--- src/rtl/mod_div_sched.sv ---
// rtl/mod_div_sched.sv - round-robin scheduler around one shared repeated-subtraction divider
// Optional MOD_DIV_CYCCNT_EN adds the CYCLES port reporting SUB cycles of the last operation.
module mod_div_sched #(
  parameter int WIDTH = 16
) (
  input  logic             clk,
  input  logic             reset,
  input  logic             req_a,
  input  logic [WIDTH-1:0] x_a,
  input  logic [WIDTH-1:0] y_a,
  input  logic             req_b,
  input  logic [WIDTH-1:0] x_b,
  input  logic [WIDTH-1:0] y_b,
  output logic             gnt_a,
  output logic             gnt_b,
  output logic             done_a,
  output logic             done_b,
  output logic             busy,
  output logic [WIDTH-1:0] q,
  output logic [WIDTH-1:0] r,
  output logic             div0
`ifdef MOD_DIV_CYCCNT_EN
  ,
  output logic [WIDTH-1:0] cycles
`endif
);

  typedef enum logic [1:0] {
    S_IDLE = 2'd0,
    S_SUB  = 2'd1,
    S_DONE = 2'd2
  } state_t;

  state_t           state, state_next;
  logic [WIDTH-1:0] yreg;
  logic [WIDTH-1:0] diff;
  logic             owner;   // 0 = A, 1 = B
  logic             last;    // requester granted most recently, 0 = A, 1 = B
  logic             pick_b;
  logic             grant;
  logic             can_sub;

  // B wins when it is the only requester or when A was served last
  assign pick_b  = req_b & (~req_a | ~last);
  assign grant   = gnt_a | gnt_b;
  assign diff    = r + ~yreg + WIDTH'(1);
  assign can_sub = (r >= yreg);

  always_ff @(posedge clk or posedge reset) begin
    if (reset) state <= S_IDLE;
    else       state <= state_next;
  end

  always_comb begin
    state_next = state;
    gnt_a      = 1'b0;
    gnt_b      = 1'b0;
    done_a     = 1'b0;
    done_b     = 1'b0;
    busy       = 1'b0;
    case (state)
      S_IDLE: begin
        if (!reset && (req_a || req_b)) begin
          gnt_b      = pick_b;
          gnt_a      = ~pick_b;
          state_next = S_SUB;
        end
      end
      S_SUB: begin
        busy = 1'b1;
        if (div0 || !can_sub) state_next = S_DONE;
      end
      S_DONE: begin
        busy       = 1'b1;
        done_a     = ~owner;
        done_b     = owner;
        state_next = S_IDLE;
      end
      default: state_next = S_IDLE;
    endcase
  end

  always_ff @(posedge clk or posedge reset) begin
    if (reset) begin
      q     <= '0;
      r     <= '0;
      yreg  <= '0;
      div0  <= 1'b0;
      owner <= 1'b0;
      last  <= 1'b1;
    end else if (grant) begin
      r     <= pick_b ? x_b : x_a;
      yreg  <= pick_b ? y_b : y_a;
      div0  <= pick_b ? (y_b == '0) : (y_a == '0);
      q     <= '0;
      owner <= pick_b;
      last  <= pick_b;
    end else if (state == S_SUB) begin
      if (div0) begin
        q <= '1;
      end else if (can_sub) begin
        r <= diff;
        q <= q + WIDTH'(1);
      end
    end
  end

`ifdef MOD_DIV_CYCCNT_EN
  // Counts every SUB cycle including the final compare; holds until the next grant
  always_ff @(posedge clk or posedge reset) begin
    if (reset) begin
      cycles <= '0;
    end else if (grant) begin
      cycles <= '0;
    end else if (state == S_SUB && cycles != '1) begin
      cycles <= cycles + WIDTH'(1);
    end
  end
`endif

endmodule
--- config.mk ---
export PLATFORM = sky130hd
export DESIGN_NAME = mod_div_sched
export DESIGN_NICKNAME = d
export VERILOG_FILES = /design/src/rtl/mod_div_sched.sv
export SDC_FILE = /design/constraint.sdc
export NUM_CORES = 1
export LEC_CHECK = 0
export BUFFER_PORTS_ARGS = -buffer_cell sky130_fd_sc_hd__buf_2
export CAP_MARGIN = 20
export CORE_ASPECT_RATIO = 1.4
export CORE_MARGIN = 8
export CORE_UTILIZATION = 25
export DETAILED_ROUTE_END_ITERATION = 16
export GPL_TIMING_DRIVEN = 0
export MAX_ROUTING_LAYER = met4
export PLACE_DENSITY = 0.54
export SYNTH_ARGS = -nofsm -noshare
export SYNTH_HDL_FRONTEND = slang
export SYNTH_SLANG_ARGS = --single-unit
--- constraint.sdc ---
create_clock -name clk -period 2.52 [get_ports clk]
set_input_delay 0.63 -clock clk [delete_from_list [all_inputs] [get_ports clk]]
set_output_delay 0.63 -clock clk [all_outputs]
set_load 0.02 [all_outputs]
# Word level (Yosys, flattened, before mapping)
# Index checks and enable logic that the tools add are counted.
# op_classes
addsub,3
order_cmp,1
eq_ne,5
n_mux,21
bitwise,8
n_reduce_logical,15
# op_table
cell,n
$mux W16,10
$add A16 B1 Y16 const B,2
$logic_not A16 Y1,2
$add A16 B16 Y16,1
$ge A16 B16 Y1,1
$not A16 Y16,1
$mux W1,8
$mux W2,2
$ne A2 B2 Y1 const B,2
$not A1 Y1,4
$pmux W2 S2,1
$reduce_and A2 Y1,2
$reduce_bool A2 Y1,2
$reduce_and A3 Y1,1
$reduce_bool A3 Y1,1
$eq A2 B1 Y1 const B,1
$eq A2 B2 Y1 const B,1
$logic_not A1 Y1,2
$logic_not A2 Y1,1
$logic_or A1 B1 Y1,2
$ne A2 B1 Y1 const B,1
$or A1 B1 Y1,2
$reduce_or A2 Y1,1
$and A1 B1 Y1,1
$logic_and A1 B1 Y1,1
# totals
reg_bits,53
wordCells,60

# Logic depth before layout (Yosys ltp)
# depth
word_depth,9
mapped_depth,13
depth_no_buf,11

# Worst setup path before layout
# No wires, ideal clock.
# synth_timing
path_type,input to register
startpoint,input port reset
endpoint,register state[1]
t_arrival_ns,2.466
required_time_ns,2.443
setup_slack_ns,-0.024
stages,4
n_path_buf,0
path_cell_list,inv_1 > o21ai_0 > a22o_1 > a21oi_1
# synth_via
elab_chain_len,4
# synth_rtl
item,line_no,text
"start, declared",7,"input logic reset,"
$logic_not A1 Y1 (no source line),n/a,
$logic_and A1 B1 Y1,63,if (!reset && (req_a || req_b)) begin
$ne A2 B2 Y1 (no source line),n/a,
$reduce_and A2 Y1 (no source line),n/a,
"end signal, assigned",51,else state <= state_next;
"end, declared",34,"state_t state, state_next;"
# Every way passes these cells.
# A chain may end at the register's enable or synchronous reset.

# Final worst setup path
# layout_timing
startpoint,register r[6]
endpoint,register q[14]
# layout_via
elab_chain_len,3
# layout_rtl
item,line_no,text
"start, declared",20,"output logic [WIDTH-1:0] r,"
"start signal, assigned",92,r <= pick_b ? x_b : x_a;
"start signal, assigned",102,r <= diff;
$ge A16 B16 Y1,47,assign can_sub = (r >= yreg);
$reduce_bool A3 Y1 (no source line),n/a,
$reduce_and A2 Y1 (no source line),n/a,
"end signal, assigned",103,q <= q + WIDTH'(1);
"end, declared",19,"output logic [WIDTH-1:0] q,"
# Every way passes these cells.

==> flow_summary.yaml <==
status:
  status: "finished, final reports clean"
logic_synthesis:
  synth_top_area_share_pct: 33.99
  synth.net_count: 518
  ys.flop_type: "dfrtp_1"
  avgSynthCellArea_um2: 8.925
  synthCells: 429
  synth_compound_area_share_pct: 21.44
  synthMuxAreaShare_pct: 10.10
  synth-edff-count: 0
  ys_types: 59
  ys_top_cells_by_area: "dfrtp_1, mux2i_1, ha_1"
  syn_area_um2: 3829
  yosysTopAreaCell: "dfrtp_1"
  synth_adder_area_share_pct: 7.059
  synth_top_family_by_area: "compound AO/OA/AOI/OAI gates"
  yosys_warnings: 0
  synth_xor_xnor_area_share_pct: 2.745
  ys_seq_elements: 53
  seq_area_frac_synth_pct: 34.67
  synthArstFlopShare_pct: 100.0
  yosys.area_share.simple_pct: 17.48
final_layout:
  area_delta_synth_final_pct: 30.85
  nets: 642
  fillers: 1610
  drive_above_1_share_pct: 34.72
  multi_input_area_um2: 2387
  num_antenna_cells: 0
  seq_area_um2: 1329
timing:
  fin_crit_sh_pct: 98.48
  hold_viol: 0
  worst_pin_slew_ns: 0.6584
  rsz0062_at_grt: "true"
  slew_headroom_pct: 56.11
  min_period_ns: 2.482
  max_freq_mhz: 402.9
  holdWs_ns: 0.3595
  fin_skew_ns: 0.004843
  finalSetupViolations: 0
  finalMaxSlewViolations: 0
route:
  wl_um: 13080
  drc: 0
  wl_per_cell_um: 17.56
  drt_iter0_drc: 180
  dr.pass1.iters: 4
  vias: 3698
  ant_nets: 0
  vias_per_cell: 4.964
critical_path:
  ff2ff_path_depth: 9
  cp.depth: 9
  required_ns: 2.71
  critPathLaunchType: "register"
  cp.arrival_ns: 2.67
  path_buf_inv: 1
  crit_chain: "ha_1 -> nand2_1 -> a311oi_2 -> nor2_2 -> o31ai_4 -> buf_4 -> nand3_1 -> mux2_2 -> o221a_2"
  worst_setup_path_end_kind: "register"
  max_stage_delay_ns: 0.43
  path_max_fanout: 4
  critical-path-top-delay-family: "compound AO/OA/AOI/OAI gates"
  crit_type: "register to register"
  worst_path_max_delay_cell: "dfrtp_1"
placement:
  hpwl_um: 10390
  port_buffers: 105
  place.gp.congestion: 0.8883
clock_tree:
  clkTransAtPathRegs_ns: 0.07
  cts_num_sinks: 53
  clk_latency_ns: 0.29
  hold_buffers: 0
  cts_tree: "done"
  cts_buffers: 5
  h-tree-depth: 2
  cts_buffer_depth: 2
  cts_root_buf: "clkbuf_16"
global_routing:
  antenna_found_initial: 0
  grt_usage_pct: 13.59
  grt_pass1_vias: 3971
  grt_pass1_wl_um: 20560
  met1_usage_pct: 15.14
  grt_max_degree: 36
  grt.met3_usage_pct: 2.082
  top_usage_layer: "met2"
  use_met2_pct: 24.90
  overflow: 0
power:
  vdd_drop_max_v: 0.0004539
  power.leakage_nw: 2.384
  cellPowerDensity_nw_per_um2: 1317
  total_power_mw: 6.597
floorplan:
  die-height_um: 162.4
  dieArea_um2: 19590
  initial_core_util_pct: 25.55
  row_count: 53
  core_area_um2: 14990
  pin_count: 106
  die_w_um: 120.6
worst_hold_path:
  hp-class: "input port to asynchronous set/reset pin"
run:
  cap_violations: 0
-- cell usage after synthesis (all sizes together) (9+ instances only) --
library cell  instances
a21oi                25
and3                  9
buf                  13
clkbuf               15
dfrtp                52
ha                   20
inv                  22
mux2i                33
nand2                37
nand3                24
nand4                11
nor2                 23
o211ai               12
o21ai                31
-- worst paths after layout --
check                             start       to  slack, ns
worst max-delay path               r[6]    q[14]       0.04
min in group clk                yreg[7]  yreg[7]       0.48
worst min register to register  yreg[7]  yreg[7]       0.48
max in group asynchronous         reset     last       1.59
worst min-delay path              reset    r[15]       0.36
worst max register to register     r[6]    q[14]       0.04
-- what timing repair did --
item	CTS	global route
setup endpoints to repair	32	35
pin swaps	10	8
gates cloned	1	0
buffers inserted	6	6
resized for setup	24	25
-- flip-flops by register name (all words and copies together) (netlist names) --
register	count
owner	1
last	1
state	2
yreg	16
r	16
div0	1
q	16
-- where the power goes --
group	internal, mW	switching (mW)
Clock	0.392	0.314
Sequential	1.16	0.248
Combinational	1.96	2.52
Total	3.51	3.09
-- final cells by class --
cell class                      count  share of cell area (%)
Inverter                           22                   1.723
Tap cell                          192                   4.795
Clock buffer                        7                   2.847
Multi-Input combinational cell    326                   47.65
Sequential cell                    53                   26.52
Buffer                             26                   3.671
Timing Repair Buffer              119                   12.79
-- cells by family (layout without fill, tap and decap cells) --
family,count (synthesis),count (layout)
and+or+nand+nor,134,134
xor gates and xnor gates,12,12
buffers and inverters,50,174
muxes,38,38
AOI/OAI and AO/OA,121,121
adders and majority gates,21,21
DFF,53,53
-- stage by stage --
step	TNS [ns]	cell area [um2]	setup slack, ns	util [%]	std cells
CTS	-0.1334	4868	-0.06356	32.48	740
finish	0	5010	0.03830	33.43	745
floorplan	0	3832	0.07616	-	429
detailed placement	-4.537	4618	-0.6183	30.81	727
global route	-0.2592	5010	-0.05727	33.43	745
global placement	-4.148	4598	-0.6103	30.68	726
-- layer usage --
metal / vias to the layer above / routed length (um)
li1: 1826 / -
met3: 5 / 496
met2: 105 / 6948
met1: 1762 / 5556
met5: - / 0
met4: 0 / 79
-- layout by cell type, fill, tap and decap left out, types with 5 or more instances in the layout --
cell,synthesis,layout
ha_2,0,8
a21oi_1,24,19
dfrtp_1,52,51
buf_6,3,6
buf_4,3,16
nor4_1,8,8
nor2_1,23,22
xor2_1,6,6
a21oi_2,1,6
and3_1,7,7
mux2i_1,33,33
a31oi_1,7,6
nand2_1,37,36
mux2_2,5,5
o21a_1,5,5
clkbuf_1,12,12
ha_1,20,8
buf_2,5,108
xnor2_1,6,6
nand4_1,11,11
o21ai_1,1,5
nand3_1,24,23
o211ai_1,12,12
a21o_1,7,7
clkbuf_16,0,5
o21ai_0,30,26
inv_1,22,19
Note: power is estimated with default switching activity, not from simulation.
